[src/rtl/raw10_pkg.sv]
// raw10_pkg: shared constants for the RAW10 transmit packer.
package raw10_pkg;
   localparam int BYTES_PER_GROUP = 5;
   localparam int PIX_PER_GROUP   = 4;
   localparam int BUF_DEPTH       = 8;
   localparam int READY_THRESH    = 3;
   localparam int PIX_STRIDE      = 16;
   localparam int PIX_BITS        = 10;
   function automatic int pix_lsb(input int k);
      return k * PIX_STRIDE;
   endfunction
endpackage

[src/rtl/raw10_group_pack.sv]
// raw10_group_pack: four 10-bit pixels to five RAW10 stream bytes, B0 in bits [7:0].
module raw10_group_pack
   import raw10_pkg::*;
(
   input  logic [63:0] din,
   output logic [39:0] bytes_o
);
   logic unused_pad;
   assign unused_pad = ^{din[63:58], din[47:42], din[31:26], din[15:10]};
   for (genvar k = 0; k < PIX_PER_GROUP; k++) begin : g_pix
      assign bytes_o[8*k +: 8]    = din[pix_lsb(k) + 2 +: 8];
      assign bytes_o[32+2*k +: 2] = din[pix_lsb(k) +: 2];
   end
endmodule

[src/rtl/raw10_encoder.sv]
// raw10_encoder: packs 4-pixel groups into the CSI-2 RAW10 stream, emitted as byte pairs.
// Define RAW10_ENC_ODD_PAD_EN to emit an odd line-final byte as a padded full word (dout_half tied 0).
module raw10_encoder
   import raw10_pkg::*;
(
   input  logic        clk,
   input  logic        reset,
   input  logic [63:0] din,
   input  logic        din_valid,
   output logic        din_ready,
   input  logic        din_last,
   output logic [15:0] dout,
   output logic        dout_valid,
   input  logic        dout_ready,
   output logic        dout_last,
   output logic        dout_half
);
   logic [8*BUF_DEPTH-1:0]       buf_q, buf_d;
   logic [BUF_DEPTH-1:0]         last_q, last_d;
   logic [3:0]                   count_q, count_d, base;
   logic [1:0]                   pop;
   logic                         push;
   logic [8*BYTES_PER_GROUP-1:0] grp;

   raw10_group_pack u_pack (.din(din), .bytes_o(grp));

   assign din_ready  = count_q <= 4'(READY_THRESH);
   assign dout_valid = count_q >= 4'd2 || (count_q != 4'd0 && last_q[0]);
   assign dout       = {last_q[0] ? 8'h00 : buf_q[15:8], buf_q[7:0]};
   assign dout_last  = last_q[0] || (last_q[1] && count_q >= 4'd2);
`ifdef RAW10_ENC_ODD_PAD_EN
   assign dout_half  = 1'b0;
`else
   assign dout_half  = last_q[0];
`endif

   // Slots above count are always zero, so the shifted buffer can simply be OR-ed with the new group.
   always_comb begin
      push    = din_valid && din_ready;
      pop     = !(dout_valid && dout_ready) ? 2'd0 : last_q[0] ? 2'd1 : 2'd2;
      base    = count_q - {2'b00, pop};
      buf_d   = (buf_q >> {pop, 3'b000}) | (push ? {24'h0, grp} << {base, 3'b000} : '0);
      last_d  = (last_q >> pop) | (push ? {3'b000, din_last, 4'b0000} << base : '0);
      count_d = base + (push ? 4'(BYTES_PER_GROUP) : 4'd0);
   end

   always_ff @(posedge clk) begin
      if (reset) begin
         buf_q   <= '0;
         last_q  <= '0;
         count_q <= '0;
      end else begin
         buf_q   <= buf_d;
         last_q  <= last_d;
         count_q <= count_d;
      end
   end
endmodule

[config.mk]
export PLATFORM = sky130hd
export DESIGN_NAME = raw10_encoder
export DESIGN_NICKNAME = d
export VERILOG_FILES = /design/src/rtl/raw10_pkg.sv /design/src/rtl/raw10_group_pack.sv /design/src/rtl/raw10_encoder.sv
export SDC_FILE = /design/constraint.sdc
export NUM_CORES = 1
export LEC_CHECK = 0
export CELL_PAD_IN_SITES_DETAIL_PLACEMENT = 0
export CELL_PAD_IN_SITES_GLOBAL_PLACEMENT = 1
export CORE_UTILIZATION = 40
export DETAILED_ROUTE_END_ITERATION = 8
export MAX_ROUTING_LAYER = met4
export PLACE_DENSITY = 0.82
export SETUP_SLACK_MARGIN = 0.15
export SLEW_MARGIN = 40
export SYNTH_ARGS = -nofsm -noshare
export SYNTH_HDL_FRONTEND = slang
export SYNTH_SLANG_ARGS = --single-unit
[constraint.sdc]
create_clock -name clk -period 4.9 [get_ports clk]
set_clock_uncertainty 0.15 [all_clocks]
set_input_delay 0.98 -clock clk [delete_from_list [all_inputs] [get_ports clk]]
set_output_delay 0.98 -clock clk [all_outputs]
set_load 0.05 [all_outputs]
Yosys cells after proc, flatten, opt, wreduce, memory -nomap -nowiden. Cells that the tools add are included.

Word-level logic and storage cells: 26. Flip-flop bits (word level): 76. Input bits: 69.

Muxes and demuxes: 6. Add/subtract/negate cells: 2. Magnitude comparators: 2. Bitwise operators: 2. Shift-type cells: 4. Reduce and logical (&&, ||, !) cells: 7.

Operator list (count): $mux W64 (1); $or A64 B64 Y64 (1); $shl A40 B7 Y64 (1); $shr A64 B5 Y64 (1); $mux W8 (2); $or A8 B8 Y8 (1); $shl A5 B4 Y8 (1); $shr A8 B2 Y8 (1); $add A4 B3 Y4 (1); $ge A4 B2 Y1 const B (1); $le A4 B2 Y1 const B (1); $logic_and A1 B1 Y1 (4); $mux W2 (2); $reduce_bool A4 Y1 (1); $sub A4 B2 Y4 (1); $mux W3 (1); $logic_or A1 B1 Y1 (2).

Longest topological paths before layout. Gate-level depths: netlist of run 1.

Depth in word-level cells: 9. Gate-level depth with buffers: 16. Mapped depth without buffers: 12.

By module. From an unflattened synthesis of run 1, not the netlist that was laid out.

Cells, all modules: 596. Area, all modules: 5172.5 µm².

By module, submodules not included: raw10_encoder (area an instance 4872.2 µm², sequential area each 1521.5 µm², instances 1, cells each 556); raw10_group_pack (area an instance 300.3 µm², sequential area each 0.0 µm², instances 1, cells each 40).

Least setup slack after synthesis of run 1. Ideal clock, no wire load.

Kind: input -> register. Start: input dout_ready. End: register count_q[3]. Data arrival time: 3870 ps. Cell stages on the path: 14. Path buffers: 4. Slack: 752 ps. Required time: 4622 ps. Cells stage by stage: and3b_1 clkbuf_1 clkbuf_1 inv_1 fa_1 xor2_2 inv_2 clkbuf_1 buf_1 ha_1 a31oi_1 xnor2_1 xnor2_1 nor2_1.

Cells in the longest elaborated chain, start to end: 4.

Ends and longest elaborated chain: from (decl) (RTL line raw10_encoder.sv:14) `input logic dout_ready,`; $logic_and A1 B1 Y1 (RTL line raw10_encoder.sv:40) `pop = !(dout_valid && dout_ready) ? 2'd0 : last_q[0] ? 2'd1 : 2'd2;`; $mux W2 (RTL line raw10_encoder.sv:40); $sub A4 B2 Y4 (RTL line raw10_encoder.sv:41) `base = count_q - {2'b00, pop};`; $add A4 B3 Y4 (RTL line raw10_encoder.sv:44) `count_d = base + (push ? 4'(BYTES_PER_GROUP) : 4'd0);`; to (signal assigned) (RTL line raw10_encoder.sv:55) `count_q <= count_d;`; to (decl) (RTL line raw10_encoder.sv:20) `logic [3:0] count_q, count_d, base;`.

No other way between the ends. A chain may end at the register's enable or synchronous reset.

Worst setup path in the final report of run 1.
Start: input dout_ready. End: register buf_q[40].

Cells in the longest elaborated chain, start to end: 6.

Ends and longest elaborated chain: $logic_and A1 B1 Y1 (*) (RTL line raw10_encoder.sv:40); $mux W2 (*) (RTL line raw10_encoder.sv:40); $sub A4 B2 Y4 (RTL line raw10_encoder.sv:41); $shl A40 B7 Y64 (RTL line raw10_encoder.sv:42) `buf_d = (buf_q >> {pop, 3'b000}) | (push ? {24'h0, grp} << {base, 3'b000} : '0);`; $mux W64 (RTL line raw10_encoder.sv:42); $or A64 B64 Y64 (*) (RTL line raw10_encoder.sv:42); to (signal assigned) (RTL line raw10_encoder.sv:53) `buf_q <= buf_d;`; to (decl) (RTL line raw10_encoder.sv:18) `logic [8*BUF_DEPTH-1:0] buf_q, buf_d;`.

Every way passes the cells marked *; elsewhere a longest branch is shown, timed or not.

==> out/results.ini, run 1 <==
[run_status]
status = finished, final reports clean

[yosys]
avgSynthCellArea_sq_um = 8.76
ys_async_sr_fraction = 0
synth-edff-count = 0
synth_area_sq_um = 4870
ys_seq_area_frac = 0.312
synthFlopType = dfxtp_1
synth.distinct_cells = 44
syn-num-nets = 631
synth_cells = 556
yosys_warnings = 0
ys_ff_latch = 76

[timing]
drv_slew = 0
max_slew_margin = 0.437
fmax_mhz = 251
whs_ps = 313
hold_violations = 0
tightest_slew_ps = 845
rsz0062_at_grt = false
setup_tns_ps = 0
fin_crit_sh = 0.814
setup_viol = 0
fin_crit_ps = 3990

[cells_and_area]
area_delta_synth_final_pct = 18.8
finalNetCount = 662
drive_above_1_share = 0.164
diodes = 0
fill_cells = 1145

[grt]
grt_pass1_wl_microns = 23700
antenna_found_initial = 0
grt_max_degree = 77
grt_pass1_vias = 4332
gr-total-overflow = 0
track_usage = 0.246

[power]
p_leak_nw = 2.11
power_density_nw_per_um2 = 675
ir_drop_mv = 0.274

[drt]
ant_nets = 0
drc = 0
vias = 4719
drtIter0Drc = 502
wl_microns = 15300
drtPass1Iterations = 8
wl_per_cell_microns = 20.8
avgViaCountPerCell = 6.43

[critical_path]
worstPathCellList = clkdlybuf4s50_1, buf_4, and3b_1, inv_1, fa_1, xor2_2, inv_2, a2111oi_4, buf_4, a22oi_1, a31oi_1
critPathCaptureType = register
crit_type = input port to register
arrival_ps = 4090
cpPeakStageDelay_ps = 560
ff2ff_path_depth = 11
crit_top_cell = buf_4
cp_top_family = buffers and inverters
crit_cells = 11
critPathMaxFanout = 13
startpoint_type = input port
slowest_stage = a2111oi_4
required_ps = 5000
crit_buf_inv = 5

[floorplan]
die_x_microns = 112
ioPinCount = 89
dieArea_sq_um = 12600
start_util = 0.418
row_count = 39
die_height_microns = 112
core_sq_um = 11700

[clocking]
clock-root-buffer = clkbuf_16
htreeDepth = 3
cts.path.max_buffers = 2
tritoncts = built
ctsResizeCount = 0
cts-buffers-inserted = 9
clk_pin_slew_ps = 60
cts_sinks = 76
hold_buffers = 0
worstSkewPairLatency_ps = 330
post-cts-setup-buffers = 0

[flow_run]
cap_viol_max_count = 0

[min_path]
hold_class = register to register
whs_path_depth = 2

[place]
gp_congestion = 0.926
io_buffer_count = 64
dp_hpwl_microns = 10000

[path summary, 6_finish.rpt]
path                    startpoint              endpoint  slack [ps]
min reg2reg   buf_q[27]$_SDFF_PP0_  buf_q[27]$_SDFF_PP0_         310
min           buf_q[27]$_SDFF_PP0_  buf_q[27]$_SDFF_PP0_         310
max                     dout_ready  buf_q[40]$_SDFF_PP0_         910
max reg2reg  count_q[2]$_SDFF_PP0_  buf_q[40]$_SDFF_PP0_        1470
[logic make-up after synthesis]
logic type / after synthesis / share of synthesized area
AND/OR/NAND/NOR: 135 / 0.131
AO/OA/AOI/OAI: 181 / 0.276
buffers and inverters: 70 / 0.0691
multiplexers: 84 / 0.187
XOR/XNOR: 4 / 0.00873
adder cells (fa/ha/maj): 6 / 0.0169
flip-flops: 76 / 0.312
[flip-flops by register name (all words and copies together), names as in the netlist, named ones only]
| name | count |
|---|---|
| count_q | 4 |
| buf_q | 64 |
| last_q | 6 |
[per-stage QoR]
step,utilization,worst slack [ps],std cells,power (mW),cell area [sq um]
global route,0.497,736,734,4.10,5790
finish,0.497,909,734,3.91,5790
CTS,0.496,956,734,3.86,5790
detailed placement,0.475,649,719,3.26,5540
global placement,0.474,700,719,3.22,5530
floorplan,-,752,556,2.64,4870
[layout by cell type, fill, tap and decap left out, drive strengths merged]
master         instances
fa                     1
or3                    1
xnor2                  3
o21ai                  7
a2111o                 1
clkbuf                12
nor2                  17
ha                     5
o2bb2ai                8
and2                   2
a32oi                 11
o211a                  1
a21oi                 36
a222oi                12
buf                   18
inv                    9
o22ai                 18
a221oi                 8
or3b                   1
and3b                  1
nor3                   8
a22oi                 29
and3                  14
a21boi                 8
dfxtp                 76
nand2                 62
a31oi                 32
nand3                  9
clkinv                 3
nand2b                 9
mux2                  55
a2111oi                3
nor2b                 10
xor2                   1
a21o                   1
nand3b                 1
mux2i                 29
a211oi                 6
clkdlybuf4s50         63
[synth_stat cells, types with 8 or more instances]
| library cell | number | area [sq um] |
|---|---|---|
| and3_1 | 14 | 87.6 |
| a32oi_1 | 11 | 96.3 |
| a31oi_1 | 32 | 200 |
| buf_4 | 9 | 67.6 |
| mux2_2 | 55 | 619 |
| o2bb2ai_1 | 8 | 70.1 |
| a22oi_1 | 29 | 218 |
| clkbuf_1 | 30 | 113 |
| nor2b_1 | 10 | 62.6 |
| a222oi_1 | 12 | 120 |
| o22ai_1 | 18 | 113 |
| nand2b_1 | 9 | 56.3 |
| a21oi_1 | 35 | 175 |
| buf_2 | 14 | 70.1 |
| a21boi_0 | 8 | 60.1 |
| a221oi_1 | 8 | 70.1 |
| nor3_1 | 8 | 40.0 |
| nand3_1 | 8 | 40.0 |
| nor2_1 | 17 | 63.8 |
| nand2_1 | 62 | 233 |
| dfxtp_1 | 76 | 1520 |
| mux2i_1 | 29 | 290 |
[report_power, final]
group	total (mW)	leakage, nW	internal, mW	switching [mW]
clock	0.592	0.126	0.338	0.254
combinational	2.35	1.37	0.885	1.47
sequential	0.966	0.619	0.812	0.153
[worst min-delay path, stage by stage, from the launching register on]
cell and delay (ps):
dfxtp_1 310, nand2_1 50, a21oi_1 50
[metal layers]
metal	routed length, microns	GRT usage	vias to the layer above
li1	-	-	2172
met1	6830	0.348	2241
met2	6860	0.366	278
met3	1300	0.0346	28
met4	272	0.0702	0
met5	0	-	-
[cell type report]
cell class | count | area, sq um | share of cell area
Clock buffer | 12 | 236 | 0.0408
Clock inverter | 3 | 15.0 | 0.00259
Inverter | 9 | 33.8 | 0.00583
Multi-Input combinational cell | 410 | 3020 | 0.522
Sequential cell | 76 | 1520 | 0.263
Tap cell | 143 | 179 | 0.0309
Timing Repair Buffer | 81 | 779 | 0.135
(Power assumes the default switching activity.)
==> run 2, diff against run 1 <==
--- a/config.mk
+++ b/config.mk
@@ -7,10 +7,10 @@
 export LEC_CHECK = 0
 export CELL_PAD_IN_SITES_DETAIL_PLACEMENT = 0
 export CELL_PAD_IN_SITES_GLOBAL_PLACEMENT = 1
-export CORE_UTILIZATION = 40
+export CORE_UTILIZATION = 36
 export DETAILED_ROUTE_END_ITERATION = 8
 export MAX_ROUTING_LAYER = met4
-export PLACE_DENSITY = 0.82
+export PLACE_DENSITY = 0.78
 export SETUP_SLACK_MARGIN = 0.15
 export SLEW_MARGIN = 40
 export SYNTH_ARGS = -nofsm -noshare
==> constraint.sdc (replaced) <==
create_clock -name clk -period 3.6 [get_ports clk]
set_clock_uncertainty 0.15 [all_clocks]
set_input_delay 0.72 -clock clk [delete_from_list [all_inputs] [get_ports clk]]
set_output_delay 0.72 -clock clk [all_outputs]
set_load 0.05 [all_outputs]
==> out/results.ini, run 2 (synthesis results as in run 1) <==
[min_path]
whs_path_depth = 2  ; unchanged
hp-start = buf_q[20]$_SDFF_PP0_
worst_hold_path.endpoint = buf_q[20]$_SDFF_PP0_
hold_class = register to register

[drt]
avgViaCountPerCell = 6.03  ; -6.2%
wl_microns = 15800  ; +3.4%
ant_nets = 0  ; unchanged
drtPass1Iterations = 7  ; -1
drc = 0  ; unchanged
wl_per_cell_microns = 20.2  ; -3.0%
vias = 4715  ; -0.085%
drtIter0Drc = 481  ; -4.2%

[clocking]
clk_pin_slew_ps = 50  ; about the same
cts-buffers-inserted = 9  ; unchanged
tritoncts = built
hold_buffers = 0  ; unchanged
cts.path.max_buffers = 2  ; unchanged
ctsResizeCount = 0  ; unchanged
worstSkewPairLatency_ps = 340  ; about the same
clock-root-buffer = clkbuf_16
htreeDepth = 3  ; unchanged
post-cts-setup-buffers = 0  ; unchanged
cts_sinks = 76  ; unchanged

[cells_and_area]
multiInputGateArea_sq_um = 3030  ; +0.25%
largest_register = buf_q
postLayoutCellArea_sq_um = 6030  ; +4.2%
largest_reg_flops = 64  ; unchanged
fill_cells = 1333  ; +16%
fin_util = 0.456  ; -0.0408
regArea_sq_um = 1520  ; unchanged
area_delta_synth_final_pct = 23.9
drive_above_1_share = 0.195  ; +0.0306
diodes = 0  ; unchanged
finalNetCount = 677  ; +2.3%
finalNonFillerCells = 782  ; +6.5%
layout_common_cells = dfxtp_1, clkdlybuf4s50_1, nand2_1, mux2_2, a21oi_1
reg_top3 = buf_q: 64 flops, last_q: 6 flops, count_q: 4 flops
final_common_cell = dfxtp_1

[critical_path]
reg2reg_from = count_q[1]$_SDFF_PP0_
arrival_ps = 3330  ; -760 ps
critPathCaptureType = register
crit_type = input port to register
required_ps = 3670  ; -1330 ps
critPathMaxFanout = 10  ; -3
ff2ff_path_depth = 9  ; -2
r2r_end = buf_q[47]$_SDFF_PP0_
startpoint_type = input port
rrSetupSlack_ps = 420  ; -1050 ps

[floorplan]
die_height_microns = 118  ; +5.3%
start_util = 0.368  ; -0.0499
die_x_microns = 118  ; +5.3%
ioPinCount = 89  ; unchanged
core_sq_um = 13200  ; +14%
row_count = 42  ; +7.7%
dieArea_sq_um = 14000  ; +11%

[place]
dp_hpwl_microns = 10500  ; +5.0%
dp.cells = 767  ; +6.7%
io_buffer_count = 64  ; unchanged
gp_congestion = 0.897  ; -3.2%
placed_area_sq_um = 5720  ; +3.4%

[power]
finalPower_mw = 5.65  ; +44%
power_density_nw_per_um2 = 936  ; +39%
p_leak_nw = 2.22  ; +4.9%
ir_drop_mv = 0.431  ; +58%

[grt]
track_usage = 0.235  ; -0.0116
grt_pass1_vias = 4509  ; +4.1%
grt_max_degree = 45  ; -42%
gr-total-overflow = 0  ; unchanged
grt_pass1_wl_microns = 24800  ; +4.3%
antenna_found_initial = 0  ; unchanged

[timing]
fmax_mhz = 307
setup_viol = 0  ; unchanged
fin_crit_sh = 0.904
hold_violations = 0  ; unchanged
rsz0062_at_grt = false
drv_slew = 0  ; unchanged
max_slew_margin = 0.507  ; +0.0704
fin_crit_ps = 3250
tightest_slew_ps = 739  ; -106 ps

[flow_run]
cap_viol_max_count = 0  ; unchanged

[run_status]
status = finished, final reports clean

## run 2: cell count changes in the layout (fill, tap and decap cells not counted), moves of 2 or more
cell | before | now
clkbuf_1 | 3 | 1
nor2_1 | 17 | 15
buf_4 | 15 | 29
clkbuf_8 | 0 | 2
clkinv_2 | 3 | 0
nor2_2 | 0 | 2
buf_12 | 1 | 4
## run 2: power breakdown
part	total (mW)	internal (mW)	switching [mW]
clock network	0.931	0.572	0.359
registers	1.32	1.11	0.210
logic	3.40	1.36	2.04
total	5.65	3.04	2.61
## run 2: metal layers
| metal | track usage | routed length, microns | up-vias |
|---|---|---|---|
| li1 | - | - | 2199 |
| met1 | 0.312 | 7090 | 2227 |
| met2 | 0.342 | 6950 | 258 |
| met3 | 0.0449 | 1370 | 31 |
| met4 | 0.111 | 362 | 0 |
| met5 | - | 0 | - |
## run 2: metrics by stage
step | setup slack (ps) | setup TNS (ps) | hold WS (ps)
2_1_floorplan | 194 | 0 | 289
3_3_place_gp | -131 | -670 | 299
3_5_place_dp | -156 | -1010 | 308
4_1_cts | 180 | 0 | 312
5_1_grt | 174 | 0 | 330
6_report | 346 | 0 | 312
## run 2: critical path: stages
cell and delay (ps):
clkdlybuf4s50_1 500, o211a_1 190, ha_2 180, inv_1 60, fa_2 380, xor2_2 220, inv_2 170, ha_1 330
a31oi_1 200, xnor2_1 150, xnor2_1 150, nor2_1 60
## run 2: area by class of cell
cell class	count	share of cell area
Inverter	9	0.00560
Sequential cell	76	0.252
Timing Repair Buffer	96	0.153
Clock buffer	12	0.0425
Clock inverter	3	0.00767
Multi-Input combinational cell	410	0.502
Tap cell	176	0.0365
## run 2: worst max path at each step
stage,start,endpoint,slack (ps),cells after the start
3_3_place_gp,dout_ready,buf_q[47]$_SDFF_PP0_,-130,9
3_5_place_dp,dout_ready,buf_q[47]$_SDFF_PP0_,-160,9
4_1_cts,dout_ready,buf_q[47]$_SDFF_PP0_,180,9
5_1_grt,dout_ready,count_q[3]$_SDFF_PP0_,170,12
6_report,dout_ready,count_q[3]$_SDFF_PP0_,350,12
2_1_floorplan,count_q[1]$_SDFF_PP0_,count_q[3]$_SDFF_PP0_,190,16
==> run 3, diff against run 2 <==
--- a/config.mk
+++ b/config.mk
@@ -7,6 +7,7 @@
 export LEC_CHECK = 0
 export CELL_PAD_IN_SITES_DETAIL_PLACEMENT = 0
 export CELL_PAD_IN_SITES_GLOBAL_PLACEMENT = 1
+export CORE_MARGIN = 8
 export CORE_UTILIZATION = 36
 export DETAILED_ROUTE_END_ITERATION = 8
 export MAX_ROUTING_LAYER = met4
==> out/results.ini, run 3 (synthesis results as in run 1) <==
[floorplan]
row_count = 42  ; unchanged
dieArea_sq_um = 17500  ; +25%
die_height_microns = 132  ; +12%
core_sq_um = 13200  ; unchanged
start_util = 0.368  ; unchanged
die_x_microns = 132  ; +12%
ioPinCount = 89  ; unchanged

[critical_path]
slowest_stage = clkdlybuf4s50_1
critPathMaxFanout = 8  ; -2
worstPathCellList = clkdlybuf4s50_1, o211a_1, ha_2, inv_1, fa_2, xor2_2, inv_2, ha_1, a31oi_1, xnor2_1, xnor2_1, nor2_1
ff2ff_path_depth = 11  ; +2
crit_top_cell = xnor2_1
arrival_ps = 3320  ; about the same
crit_type = input port to register
rrSetupSlack_ps = 430  ; about the same
critPathCaptureType = register
startpoint_type = input port
crit_cells = 12  ; unchanged
required_ps = 3670  ; about the same
cp_top_family = adder cells
cpPeakStageDelay_ps = 490  ; about the same
crit_buf_inv = 3  ; unchanged

[timing]
hold_violations = 0  ; unchanged
tightest_slew_ps = 580  ; -159 ps
setup_viol = 0  ; unchanged
worst_slack_ps = 346  ; -0.906 ps
max_slew_margin = 0.613  ; +0.106
whs_ps = 315  ; +2.19 ps
drv_slew = 0  ; unchanged
fin_crit_ps = 3250  ; +0.906 ps
fin_crit_sh = 0.904  ; about the same
fmax_mhz = 307  ; about the same
rsz0062_at_grt = false

[cells_and_area]
layout_common_cells = dfxtp_1, clkdlybuf4s50_1, nand2_1, mux2_2
largest_register = buf_q
final_common_cell = dfxtp_1
reg_top3 = buf_q: 64 flops, last_q: 6 flops, count_q: 4 flops
drive_above_1_share = 0.206  ; +0.0108
finalNetCount = 683  ; +0.89%
diodes = 0  ; unchanged
area_delta_synth_final_pct = 24.9
largest_reg_flops = 64  ; unchanged

[clocking]
worstSkewPairLatency_ps = 350  ; about the same
cts.path.max_buffers = 2  ; unchanged
clk_pin_slew_ps = 70  ; +20 ps
cts_sinks = 76  ; unchanged
hold_buffers = 0  ; unchanged
cts-buffers-inserted = 9  ; unchanged
clock-root-buffer = clkbuf_16
tritoncts = built
htreeDepth = 3  ; unchanged
post-cts-setup-buffers = 0  ; unchanged

[grt]
track_usage = 0.184  ; -0.0512
grt_pass1_vias = 4627  ; +2.6%
grt_pass1_wl_microns = 25300  ; +2.2%
gr-total-overflow = 0  ; unchanged
antenna_found_initial = 0  ; unchanged
grt_max_degree = 54  ; +20%

[run_status]
status = finished, final reports clean

[min_path]
hold_class = register to register
whs_path_depth = 2  ; unchanged

[drt]
wl_per_cell_microns = 20.5  ; +1.7%
drc = 0  ; unchanged
vias = 4720  ; +0.11%
drtPass1Iterations = 8  ; +1
drtIter0Drc = 700  ; +46%
wl_microns = 16200  ; +2.6%
ant_nets = 0  ; unchanged
avgViaCountPerCell = 5.98  ; -0.78%

[place]
gp_congestion = 0.898  ; +0.19%
dp_hpwl_microns = 11300  ; +7.0%
pre_cts_ws_ps = -125  ; +31.0 ps
io_buffer_count = 64  ; unchanged

[power]
p_sw_frac = 0.460  ; -0.00121
power_density_nw_per_um2 = 938  ; +0.29%
clock_power_share = 0.166  ; about the same
ir_drop_mv = 0.435  ; +0.85%
p_sw_mw = 2.63  ; +0.84%
comb_power_share = 0.603  ; about the same
p_int_mw = 3.08  ; +1.3%
seqPwrFrac = 0.230  ; -0.003
p_leak_nw = 2.24  ; +1.2%

[flow_run]
cap_viol_max_count = 0  ; unchanged

-- run 3: cell types whose count changed in the layout (fill, tap and decap cells not counted) --
cell | before | now
clkbuf_8 | 2 | 1
nand2_4 | 1 | 0
nand2_2 | 0 | 1
clkbuf_1 | 1 | 0
clkinv_4 | 1 | 3
buf_4 | 29 | 35
inv_6 | 0 | 1
-- run 3: timing repair --
action,CTS,global route
endpoints found under the setup margin,0,8
resized for setup,0,1
endpoints found under the hold margin,0,0
-- run 3: power groups by stage --
stage               Combinational [mW]  Sequential, mW  Clock (mW)
finish                            3.45            1.32       0.948
global route                      3.67            1.35       0.992
CTS                               3.39            1.31       0.961
detailed placement                3.37            1.33           0
global placement                  3.34            1.31           0
floorplan                         2.35            1.26           0
-- run 3: worst paths after layout --
path,from,end
hold reg to reg,buf_q[0]$_SDFF_PP0_,buf_q[0]$_SDFF_PP0_
setup reg to reg,count_q[1]$_SDFF_PP0_,buf_q[2]$_SDFF_PP0_
hold / removal,buf_q[0]$_SDFF_PP0_,buf_q[0]$_SDFF_PP0_
setup / recovery,dout_ready,count_q[3]$_SDFF_PP0_
-- run 3: cell type report --
cell class	instances	area [sq um]
fillers	1312	7160
multi-input cells	410	3030
flip-flops and latches	76	1520
repair buffers	102	968
clock buffers	10	239
well taps	176	220
clock inverters	6	72.6
inverters	9	33.8
-- run 3: layer usage --
layer  routed length [microns]  vias to the layer above  global-route usage
met5                         0                        -                   -
met2                      7010                      267               0.268
li1                          -                     2206                   -
met1                      7250                     2215               0.241
met3                      1590                       32              0.0446
met4                       340                        0              0.0650
-- run 3: tightest hold or removal path: cells and delay by family, from the launching register on --
| family | cells | cell delay, ps |
|---|---|---|
| flops | 1 | 310 |
| compound gates | 1 | 60 |
| simple gates | 1 | 50 |
-- run 3: per-stage QoR --
step | power [mW] | utilization | TNS (ps) | cells | area (sq um)
after global routing | 6.01 | 0.459 | 0 | 789 | 6080
final | 5.71 | 0.459 | 0 | 789 | 6080
after CTS | 5.66 | 0.459 | 0 | 789 | 6080
after floorplan | 3.61 | - | 0 | 556 | 4890
after global placement | 4.65 | 0.435 | -292 | 773 | 5770
after detailed placement | 4.69 | 0.435 | -975 | 773 | 5770
